**src/rtl/step_pulse_gen.sv**
```systemverilog
// Active-low quarter-step pulse generator: emits a programmed number of low pulses
// with a programmable period and low width, then a one-cycle done pulse.
module step_pulse_gen #(
  parameter int CNT_W  = 24,
  parameter int STEP_W = 16
) (
  input  logic              clk,
  input  logic              resetb,
  input  logic              start,
  input  logic [STEP_W-1:0] steps,
  input  logic [CNT_W-1:0]  period,
  input  logic [CNT_W-1:0]  low_width,
  input  logic              abort,
  output logic              quarter,
  output logic              busy,
  output logic              done,
  output logic              aborted,
  output logic [STEP_W-1:0] step_count
);

  typedef enum logic [1:0] {IDLE, LOW, HIGH, FINISH} state_t;

  state_t            state, state_nx;
  logic [CNT_W-1:0]  period_r, lw_r;
  logic [CNT_W-1:0]  phase_cnt, phase_nx;
  logic [STEP_W-1:0] remaining, remaining_nx;
  logic [STEP_W-1:0] step_nx;
  logic              aborted_nx;
  logic              load;
  logic [CNT_W-1:0]  period_eff, lw_eff;

  // Clamp so both phases are at least one cycle; the counters can never wrap.
  always_comb begin
    period_eff = (period < CNT_W'(2)) ? CNT_W'(2) : period;
    if (low_width == '0)
      lw_eff = CNT_W'(1);
    else if (low_width >= period_eff)
      lw_eff = period_eff - CNT_W'(1);
    else
      lw_eff = low_width;
  end

  always_comb begin
    state_nx     = state;
    phase_nx     = phase_cnt;
    remaining_nx = remaining;
    step_nx      = step_count;
    aborted_nx   = aborted;
    load         = 1'b0;
    case (state)
      IDLE: begin
        if (start) begin
          aborted_nx = 1'b0;
          if (steps != '0) begin
            state_nx     = LOW;
            phase_nx     = lw_eff;
            remaining_nx = steps - STEP_W'(1);
            step_nx      = STEP_W'(1);
            load         = 1'b1;
          end else begin
            state_nx = FINISH;
            step_nx  = '0;
          end
        end
      end
      LOW: begin
        if (abort) begin
          state_nx   = FINISH;
          aborted_nx = 1'b1;
        end else if (phase_cnt == CNT_W'(1)) begin
          state_nx = HIGH;
          phase_nx = period_r - lw_r;
        end else begin
          phase_nx = phase_cnt - CNT_W'(1);
        end
      end
      HIGH: begin
        if (abort) begin
          state_nx   = FINISH;
          aborted_nx = 1'b1;
        end else if (phase_cnt == CNT_W'(1)) begin
          if (remaining == '0) begin
            state_nx = FINISH;
          end else begin
            // Next falling edge: count the new pulse, saturating at all-ones.
            state_nx     = LOW;
            phase_nx     = lw_r;
            remaining_nx = remaining - STEP_W'(1);
            step_nx      = (&step_count) ? step_count : step_count + STEP_W'(1);
          end
        end else begin
          phase_nx = phase_cnt - CNT_W'(1);
        end
      end
      FINISH: state_nx = IDLE;
      default: state_nx = IDLE;
    endcase
  end

  // Outputs are registered from the next state so they align with the state register.
  always_ff @(posedge clk or negedge resetb) begin
    if (!resetb) begin
      state      <= IDLE;
      phase_cnt  <= '0;
      remaining  <= '0;
      period_r   <= '0;
      lw_r       <= '0;
      step_count <= '0;
      aborted    <= 1'b0;
      quarter    <= 1'b1;
      busy       <= 1'b0;
      done       <= 1'b0;
    end else begin
      state      <= state_nx;
      phase_cnt  <= phase_nx;
      remaining  <= remaining_nx;
      step_count <= step_nx;
      aborted    <= aborted_nx;
      if (load) begin
        period_r <= period_eff;
        lw_r     <= lw_eff;
      end
      quarter <= (state_nx != LOW);
      busy    <= (state_nx == LOW) || (state_nx == HIGH);
      done    <= (state_nx == FINISH);
    end
  end

endmodule

```
**config.mk**
```make
export PLATFORM = sky130hd
export DESIGN_NAME = step_pulse_gen
export DESIGN_NICKNAME = d
export VERILOG_FILES = /design/src/rtl/step_pulse_gen.sv
export SDC_FILE = /design/constraint.sdc
export NUM_CORES = 1
export LEC_CHECK = 0
export CAP_MARGIN = 20
export CORE_AREA = 8 8 110 162
export CTS_CLUSTER_DIAMETER = 30
export DETAILED_ROUTE_END_ITERATION = 7
export DIE_AREA = 0 0 118 170
export PLACE_DENSITY = 0.81
export RECOVER_POWER = 25
export SYNTH_ARGS = -nofsm -noshare
export SYNTH_HDL_FRONTEND = slang
export SYNTH_SLANG_ARGS = --single-unit
export TNS_END_PERCENT = 10
```
**constraint.sdc**
```tcl
create_clock -name clk -period 5.5 [get_ports clk]
set_input_delay 1.1 -clock clk [delete_from_list [all_inputs] [get_ports clk]]
set_output_delay 1.1 -clock clk [all_outputs]
set_load 0.01 [all_outputs]
```
==> results of run 1 <==
==> worst reg2reg max path: cells and delay by family (launching register included) <==
family	cells	cell delay, ns
AND/OR/NAND/NOR	5	2.09
buffers and inverters	1	0.31
flip-flops	1	0.45
AO/OA/AOI/OAI	4	0.63
==> report_power, final <==
| group | internal (mW) | leakage [nW] | total (mW) | switching, mW |
|---|---|---|---|---|
| Combinational | 1.33 | 2.92 | 3.27 | 1.94 |
| Clock | 0.369 | 0.147 | 0.684 | 0.314 |
| Sequential | 1.16 | 1.36 | 1.54 | 0.375 |
| Total | 2.86 | 4.42 | 5.49 | 2.63 |
==> kinds of logic after synthesis <==
| logic type | Yosys count |
|---|---|
| compound gates | 338 |
| flops | 110 |
| simple gates | 377 |
| xor+xnor | 74 |
| fa+ha+maj | 59 |
| buf+inv | 118 |
| mux | 24 |
==> cells in the mapped netlist, drive strengths merged (3+ instances only) <==
cell type | n | area (µm²)
a211oi | 6 | 45.0
nand2 | 112 | 430
or3 | 10 | 62.6
mux2i | 16 | 160
a311oi | 3 | 26.3
mux2 | 8 | 90.1
nor2 | 73 | 274
a31oi | 12 | 75.1
a2111oi | 7 | 67.6
nor2b | 18 | 113
a21boi | 5 | 37.5
xnor2 | 38 | 333
and3 | 9 | 56.3
buf | 20 | 104
nand4 | 14 | 87.6
a221o | 3 | 30.0
o22ai | 18 | 113
nor4 | 22 | 144
a21o | 25 | 188
a22oi | 4 | 30.0
a221oi | 4 | 35.0
o21a | 8 | 61.3
a21oi | 72 | 360
dfrtp | 109 | 2730
nor3 | 34 | 175
or2 | 6 | 37.5
nand3 | 45 | 230
ha | 58 | 726
nand2b | 5 | 31.3
o21bai | 5 | 37.5
inv | 62 | 233
xor2 | 36 | 315
clkbuf | 36 | 135
a211o | 7 | 61.3
nor3b | 6 | 50.1
and4 | 5 | 43.8
or4 | 5 | 41.3
o221ai | 6 | 58.8
and2 | 5 | 31.3
o21ai | 105 | 541
o31ai | 24 | 190
==> final cells by class <==
cell class	instances	area, µm²
clock buffer	10	239
clock inverter	6	70.1
fill	1307	5180
inverter	62	233
multi-input combinational	872	5730
sequential	110	2750
tap	203	254
timing repair buffer	105	1020
==> routing by layer <==
metal,up-vias,track usage [%],wire [µm]
met5,-,0,0
li1,4135,-,-
met1,4121,30.7,10800
met3,102,3.62,1460
met4,0,16.6,1470
met2,398,47.0,13200
==> cells in the final DEF (no fill, tap or decap), drive strengths merged, types with 14 or more instances in the layout <==
cell type,netlist,final
nor4,22,22
nor2,73,73
o22ai,18,18
nand2,112,112
xor2,36,36
mux2i,16,16
o21ai,105,105
nor2b,18,18
nor3,34,34
buf,20,18
inv,62,63
ha,58,58
xnor2,38,38
o31ai,24,24
dfrtp,109,109
nand3,45,45
a21o,25,25
nand4,14,14
clkdlybuf4s50,0,86
a21oi,72,72
==> stage by stage <==
step / cell area, µm² / hold slack (ns) / worst slack [ns]
floorplan: 8930 / 0.449 / 1.04
CTS: 10300 / 0.484 / 0.680
finish: 10300 / 0.485 / 0.643
detailed placement: 10000 / 0.467 / 0.506
global placement: 10000 / 0.467 / 0.660
global route: 10300 / 0.527 / 0.426
==> path summary, 6_finish.rpt <==
check,start,to,slack [ns],cells after the start
min in group asynchronous,resetb,remaining[5]$_DFFE_PN0P_,2.04,1
min reg2reg,lw_r[19]$_DFFE_PN0P_,lw_r[19]$_DFFE_PN0P_,0.48,2
min,lw_r[19]$_DFFE_PN0P_,lw_r[19]$_DFFE_PN0P_,0.48,2
max in group asynchronous,resetb,phase_cnt[18]$_DFFE_PN0P_,1.31,2
max reg2reg,phase_cnt[8]$_DFFE_PN0P_,phase_cnt[23]$_DFFE_PN0P_,1.89,10
max,period[17],phase_cnt[8]$_DFFE_PN0P_,0.64,17
==> sequential cells by signal, summed over array words and instances (netlist names) <==
signal and cells:
quarter 1, remaining 16, step_count 16, lw_r 24
period_r 24, state 2, busy 1, aborted 1
phase_cnt 24, done 1
==> flow_summary.ini, run 1 <==
[run_status]
status = complete, but fails checks
violations = max-capacitance violations, max-slew violations

[setup_path]
end_kind = flip-flop
critPathBufInv = 4
worstSetupStartpointType = primary input
worst-setup-path-type = primary input to flip-flop
cpPeakStageDelay_ns = 0.54
crit_chain = clkdlybuf4s50_1, or4_1, nor2_1, nand4_1, o21ai_0, buf_4, inv_1, ha_1, nor2b_1, o21ai_0, a221oi_1, o21ai_0, a211o_1, buf_12, a2111oi_0, a21oi_1, o21ai_0
cp.arrival_ns = 5.12
critPathSlowestCell = or4_1
crit_fanout = 38
cp_data_required_time_ns = 5.77
crit_family = compound AO/OA/AOI/OAI gates
crit_top_cell = o21ai_0

[timing]
drv_slew = 68
max_freq_mhz = 206
hold_viol = 0
fin_tns_setup_ns = 0
rsz0062_at_grt = no
skew_ns = 0.00920
tightest_slew_ns = 3.78
post-route-min-period_ns = 4.86
setup_viol = 0
maxSlewHeadroom_pct = -152
min_period_over_period_pct = 88.3

[routing]
wire_per_inst_um = 19.7
drc = 0
vias = 8756
drt_iter0_drc = 827
wl_um = 26900
drt-vias-per-instance = 6.40
ant_nets = 0
first_pass_iters = 6

[floorplanning]
dieArea_mm2 = 0.0201
start_util_pct = 57.6
io_pins = 88
num_rows = 56
dieHeight_um = 170
dieWidth_um = 118
design.core.area_mm2 = 0.0155

[power_and_ir_drop]
leakage_nw = 4.42
total_power_mw = 5.49
irDropWorstVdd_mv = 0.234
powerDensity_mw_per_mm2 = 533

[synth]
post_synth_and_or_nand_nor_area_fraction_pct = 21.0
ys_types = 83
synthMuxAreaShare_pct = 2.80
ys_ff_latch = 110
synthCells = 1100
synth_top_family_by_area = compound AO/OA/AOI/OAI gates
synthAdderAreaFrac_pct = 8.35
avgSynthCellArea_um2 = 8.11
synthXorXnorAreaFrac_pct = 7.26
netlist_area_mm2 = 0.00893
seq_area_frac_synth_pct = 30.9
synthArstFlopShare_pct = 100
ys.flop_type = dfrtp_1
synth-edff-count = 0
syn-num-nets = 1227
yosysWarnings = 0
synth_compound_area_share_pct = 24.4

[placed_design]
gp_congestion = 1.02
dp.cells = 1352
portBuffers = 87
hpwlAfterDp_um = 20200

[clock_network]
post_cts_resized = 0
cts_tree = done
cts_setup_buffers = 0
cts_buffers = 9
h-tree-depth = 3
clkLatencyLatePin_ns = 0.36
clockRootBuffer = clkbuf_16
clock_path_buffers = 2
cts_hold_buffers = 0
clock_sinks = 110
clk_pin_slew_worst_paths_ns = 0.08

[global_route]
grt_start_max_net_pins = 68
antenna_found_initial = 0
grt_overflow_total = 0
first_global_vias = 8728
grt_pass1_wl_um = 43700
grt_usage_pct = 26.9

[layout]
final_core_util_pct = 66.5
nNetsFinal = 1287
areaGrowthSynthToFinish_pct = 15.4
antenna_cells = 0
drive_above_1_share_pct = 6.09
final_cells = 1368

[hold_path]
hp-class = flip-flop to flip-flop

[job]
cap_violations = 1
(Power assumes the default switching activity.)
==> run 2: changes to the inputs <==
--- a/config.mk
+++ b/config.mk
@@ -5,12 +5,13 @@
 export SDC_FILE = /design/constraint.sdc
 export NUM_CORES = 1
 export LEC_CHECK = 0
-export CAP_MARGIN = 20
-export CORE_AREA = 8 8 110 162
+export CAP_MARGIN = 25
+export CORE_AREA = 8 8 107 157
 export CTS_CLUSTER_DIAMETER = 30
 export DETAILED_ROUTE_END_ITERATION = 7
-export DIE_AREA = 0 0 118 170
-export PLACE_DENSITY = 0.81
+export DIE_AREA = 0 0 115 165
+export DONT_BUFFER_PORTS = 1
+export PLACE_DENSITY = 0.78
 export RECOVER_POWER = 25
 export SYNTH_ARGS = -nofsm -noshare
 export SYNTH_HDL_FRONTEND = slang
==> flow_summary.ini, run 2 (synthesis results as in run 1) <==
[placed_design]
place_ws_ns = 0.744
gp_congestion = 0.924
place_area_mm2 = 0.00906
portBuffers = 0
hpwlAfterDp_um = 19000

[setup_path]
cp.arrival_ns = 4.69
end_kind = flip-flop
crit_fanout = 38
cp_data_required_time_ns = 5.74
worst-setup-path-type = primary input to flip-flop
worstSetupStartpointType = primary input

[floorplanning]
num_rows = 54
io_pins = 88
dieArea_mm2 = 0.0190
design.core.area_mm2 = 0.0145
start_util_pct = 61.7
dieWidth_um = 115
dieHeight_um = 165

[timing]
whs_ns = 0.435
post-route-min-period_ns = 4.44
maxSlewHeadroom_pct = 37.9
skew_ns = 0.0103
worst_slack_ns = 1.06
setup_viol = 0
fin_tns_setup_ns = 0
tightest_slew_ns = 0.932
min_period_over_period_pct = 80.8
hold_viol = 0
max_freq_mhz = 225
drv_slew = 0
rsz0062_at_grt = no

[clock_network]
clock_path_buffers = 2
post_cts_resized = 0
clockRootBuffer = clkbuf_16
clock_sinks = 110
cts_hold_buffers = 0
cts_tree = done
cts_buffers = 9
h-tree-depth = 3
clkLatencyLatePin_ns = 0.36
clk_pin_slew_worst_paths_ns = 0.08
cts_setup_buffers = 0

[power_and_ir_drop]
irDropWorstVdd_mv = 0.313
powerDensity_mw_per_mm2 = 566
leakage_nw = 4.07
total_power_mw = 5.31

[routing]
drc = 0
wire_per_inst_um = 20.1
vias = 8258
wl_um = 25600
ant_nets = 0
first_pass_iters = 6
drt-vias-per-instance = 6.50
drt_iter0_drc = 732

[job]
cap_violations = 0

[global_route]
grt_pass1_wl_um = 41200
grt_overflow_total = 0
antenna_found_initial = 0
grt_start_max_net_pins = 111
first_global_vias = 8029
grt_usage_pct = 27.6

[run_status]
status = finished, final reports clean

[layout]
drive_above_1_share_pct = 6.24
top_regs = lw_r x24, period_r x24, phase_cnt x24
nNetsFinal = 1196
areaGrowthSynthToFinish_pct = 5.06
final_cell_mix = nand2_1 (110), dfrtp_1 (109), o21ai_0 (95)
antenna_cells = 0
layout_commonest_cell = nand2_1
fin_area_mm2 = 0.00938

[hold_path]
hp-class = primary input to asynchronous set/reset pin
## run 2: changes by cell type in the layout (fill, tap and decap cells not counted), sizes merged
cell / previous run / this run
clkdlybuf4s50: 86 / 0
buf: 18 / 14
clkbuf: 11 / 10
clkinv: 2 / 1
inv: 63 / 64
## run 2: power by group
part           switching, mW  total [mW]  internal, mW  leakage [nW]
registers              0.385        1.55          1.16          1.36
logic                   1.84        3.08          1.24          2.56
clock network          0.313       0.682         0.369         0.145
total                   2.54        5.31          2.77          4.07
## run 2: final timing paths
| path | from | endpoint | slack [ns] | cells past startpoint |
|---|---|---|---|---|
| worst min-delay path | resetb | lw_r[1]$_DFFE_PN0P_ | 0.44 | 0 |
| max in group asynchronous | resetb | quarter$_DFF_PN1_ | 4.84 | 0 |
| min in group clk | lw_r[22]$_DFFE_PN0P_ | lw_r[22]$_DFFE_PN0P_ | 0.50 | 1 |
| worst min register to register | lw_r[22]$_DFFE_PN0P_ | lw_r[22]$_DFFE_PN0P_ | 0.50 | 1 |
| worst max-delay path | period[18] | phase_cnt[18]$_DFFE_PN0P_ | 1.06 | 16 |
| worst max register to register | state[0]$_DFF_PN0_ | remaining[14]$_DFFE_PN0P_ | 1.57 | 12 |
## run 2: critical path: stages
cell	delay, ns
or4_1	0.54
nor2_1	0.11
buf_4	0.15
nand4_1	0.08
o21ai_0	0.38
inv_1	0.12
ha_1	0.29
nor2b_1	0.11
o21ai_0	0.10
a221oi_1	0.26
o21ai_0	0.14
a211o_1	0.31
buf_4	0.28
o21ai_0	0.40
o31ai_1	0.11
o22a_1	0.19
## run 2: area by class of cell
type / instances / area [µm²]
clock buffer: 10 / 239
clock inverter: 6 / 67.6
fill: 1308 / 5080
inverter: 62 / 233
multi-input combinational: 872 / 5730
sequential: 110 / 2750
tap: 196 / 245
timing repair buffer: 14 / 113
## run 2: layer usage
layer	global-route usage, %	up-vias	part of all wire [%]
li1	-	3949	-
met1	31.9	3901	39
met2	47.4	338	49
met3	5.20	70	7.5
met4	14.5	0	4.4
met5	0	-	0
## run 2: per-stage QoR
stage,util [%],cells
6_report,64.9,1270
5_1_grt,64.9,1270
4_1_cts,64.8,1269
3_5_place_dp,62.6,1253
3_3_place_gp,62.6,1253
2_1_floorplan,-,1100
==> run 3: changes to the inputs <==
==> constraint.sdc (replaced) <==
create_clock -name clk -period 4.55 [get_ports clk]
set_input_delay 0.91 -clock clk [delete_from_list [all_inputs] [get_ports clk]]
set_output_delay 0.91 -clock clk [all_outputs]
set_load 0.01 [all_outputs]
==> flow_summary.ini, run 3 (synthesis results as in run 1) <==
[setup_path]
end_kind = flip-flop
critPathSlowestCell = a2111oi_1
cpPeakStageDelay_ns = 0.59
cp_data_required_time_ns = 4.83
crit_fanout = 38
rr_endpoint = remaining[15]$_DFFE_PN0P_
critPathBufInv = 2
r2r.worst_path.cells = 12
crit_top_cell = o21ai_0
worstSetupStartpointType = primary input
crit_family = compound AO/OA/AOI/OAI gates
worst-setup-path-type = primary input to flip-flop
reg2reg_from = state[0]$_DFF_PN0_
crit_chain = or4_1, nor2_1, nand4_1, o21ai_0, inv_1, ha_1, nor2b_1, o21ai_0, a221oi_1, o21ai_0, a211o_1, buf_12, a2111oi_1, a21oi_1, o21ai_1
cp.arrival_ns = 4.42
reg2reg_slack_ns = 0.87

[global_route]
grt_use_met2_pct = 47.1
antenna_found_initial = 0
globalRoute.busiestLayer = met2
grt_start_max_net_pins = 111
met1_usage_pct = 30.5
grt_usage_pct = 27.2
grt_overflow_total = 0
first_global_vias = 8075
grt_pass1_wl_um = 40800
use_met3_pct = 5.97

[placed_design]
dp.cells = 1258
portBuffers = 0
hpwlAfterDp_um = 19000
gp_congestion = 0.956
place_ws_ns = -0.0150

[routing]
drt_iter0_drc = 842
wire_per_inst_um = 19.9
ant_nets = 0
drc = 0
first_pass_iters = 5
vias = 8363
wl_um = 25400
drt-vias-per-instance = 6.56

[clock_network]
clock_path_buffers = 2
cts_tree = done
cts_buffers = 9
clkLatencyLatePin_ns = 0.36
clockRootBuffer = clkbuf_16
clk_pin_slew_worst_paths_ns = 0.07
cts_hold_buffers = 0
clock_sinks = 110
h-tree-depth = 3

[job]
cap_violations = 0

[timing]
worst_slack_ns = 0.411
rsz0062_at_grt = no
hold_viol = 0
drv_slew = 0
skew_ns = 0.00951
setup_viol = 0
whs_ns = 0.245
tightest_slew_ns = 0.985
post-route-min-period_ns = 4.14
min_period_over_period_pct = 91.0
maxSlewHeadroom_pct = 34.3
max_freq_mhz = 242

[floorplanning]
dieArea_mm2 = 0.0190
dieWidth_um = 115
start_util_pct = 61.7
num_rows = 54
dieHeight_um = 165
io_pins = 88
design.core.area_mm2 = 0.0145

[run_status]
status = finished, final reports clean

[power_and_ir_drop]
powerDensity_mw_per_mm2 = 691
total_power_mw = 6.54
leakage_nw = 4.11
irDropWorstVdd_mv = 0.372

[layout]
final_core_util_pct = 65.5
areaGrowthSynthToFinish_pct = 6.03
final_cell_mix = nand2_1 (110), dfrtp_1 (109), o21ai_0 (95)
top_regs = lw_r x24, period_r x24, phase_cnt x24
layout_commonest_cell = nand2_1
final_cells = 1274
nNetsFinal = 1200
drive_above_1_share_pct = 6.59
antenna_cells = 0

[hold_path]
hp-class = primary input to asynchronous set/reset pin
## run 3: repair_timing
action                                  CTS  global route
buffers inserted                          0             0
endpoints found under the setup margin    0             1
resized for setup                         0             1
## run 3: layout make-up
cell class,count,area (µm²)
multi-input cells,872,5730
clock buffers,10,239
inverters,62,233
fillers,1287,4990
repair buffers,18,148
clock inverters,6,118
well taps,196,245
flip-flops and latches,110,2750
## run 3: per-layer routing
| layer | share of wire [%] | vias up |
|---|---|---|
| met5 | 0 | - |
| met4 | 4.9 | 0 |
| met3 | 7.4 | 94 |
| met2 | 49 | 354 |
| met1 | 39 | 3956 |
| li1 | - | 3959 |
## run 3: worst max-delay path by stage
stage                     depth (start not counted)  slack, ns       start                        end
after floorplan                                  16       0.28  period[18]   phase_cnt[8]$_DFFE_PN0P_
final                                            15       0.41  period[18]  phase_cnt[22]$_DFFE_PN0P_
after global placement                           15       0.11  period[18]  phase_cnt[22]$_DFFE_PN0P_
after CTS                                        15       0.34  period[18]  phase_cnt[22]$_DFFE_PN0P_
after detailed placement                         15      -0.01  period[18]  phase_cnt[22]$_DFFE_PN0P_
after global routing                             15       0.15  period[18]  phase_cnt[22]$_DFFE_PN0P_
## run 3: report_power, final
group          switching, mW  internal [mW]
Combinational           2.21           1.51
Sequential             0.472           1.41
Clock                  0.383          0.559
Total                   3.07           3.48
## run 3: per-stage QoR
stage | area, µm² | TNS [ns]
2_1_floorplan | 8930 | 0
3_3_place_gp | 9110 | 0
3_5_place_dp | 9110 | -0.0150
4_1_cts | 9460 | 0
5_1_grt | 9460 | 0
6_report | 9460 | 0
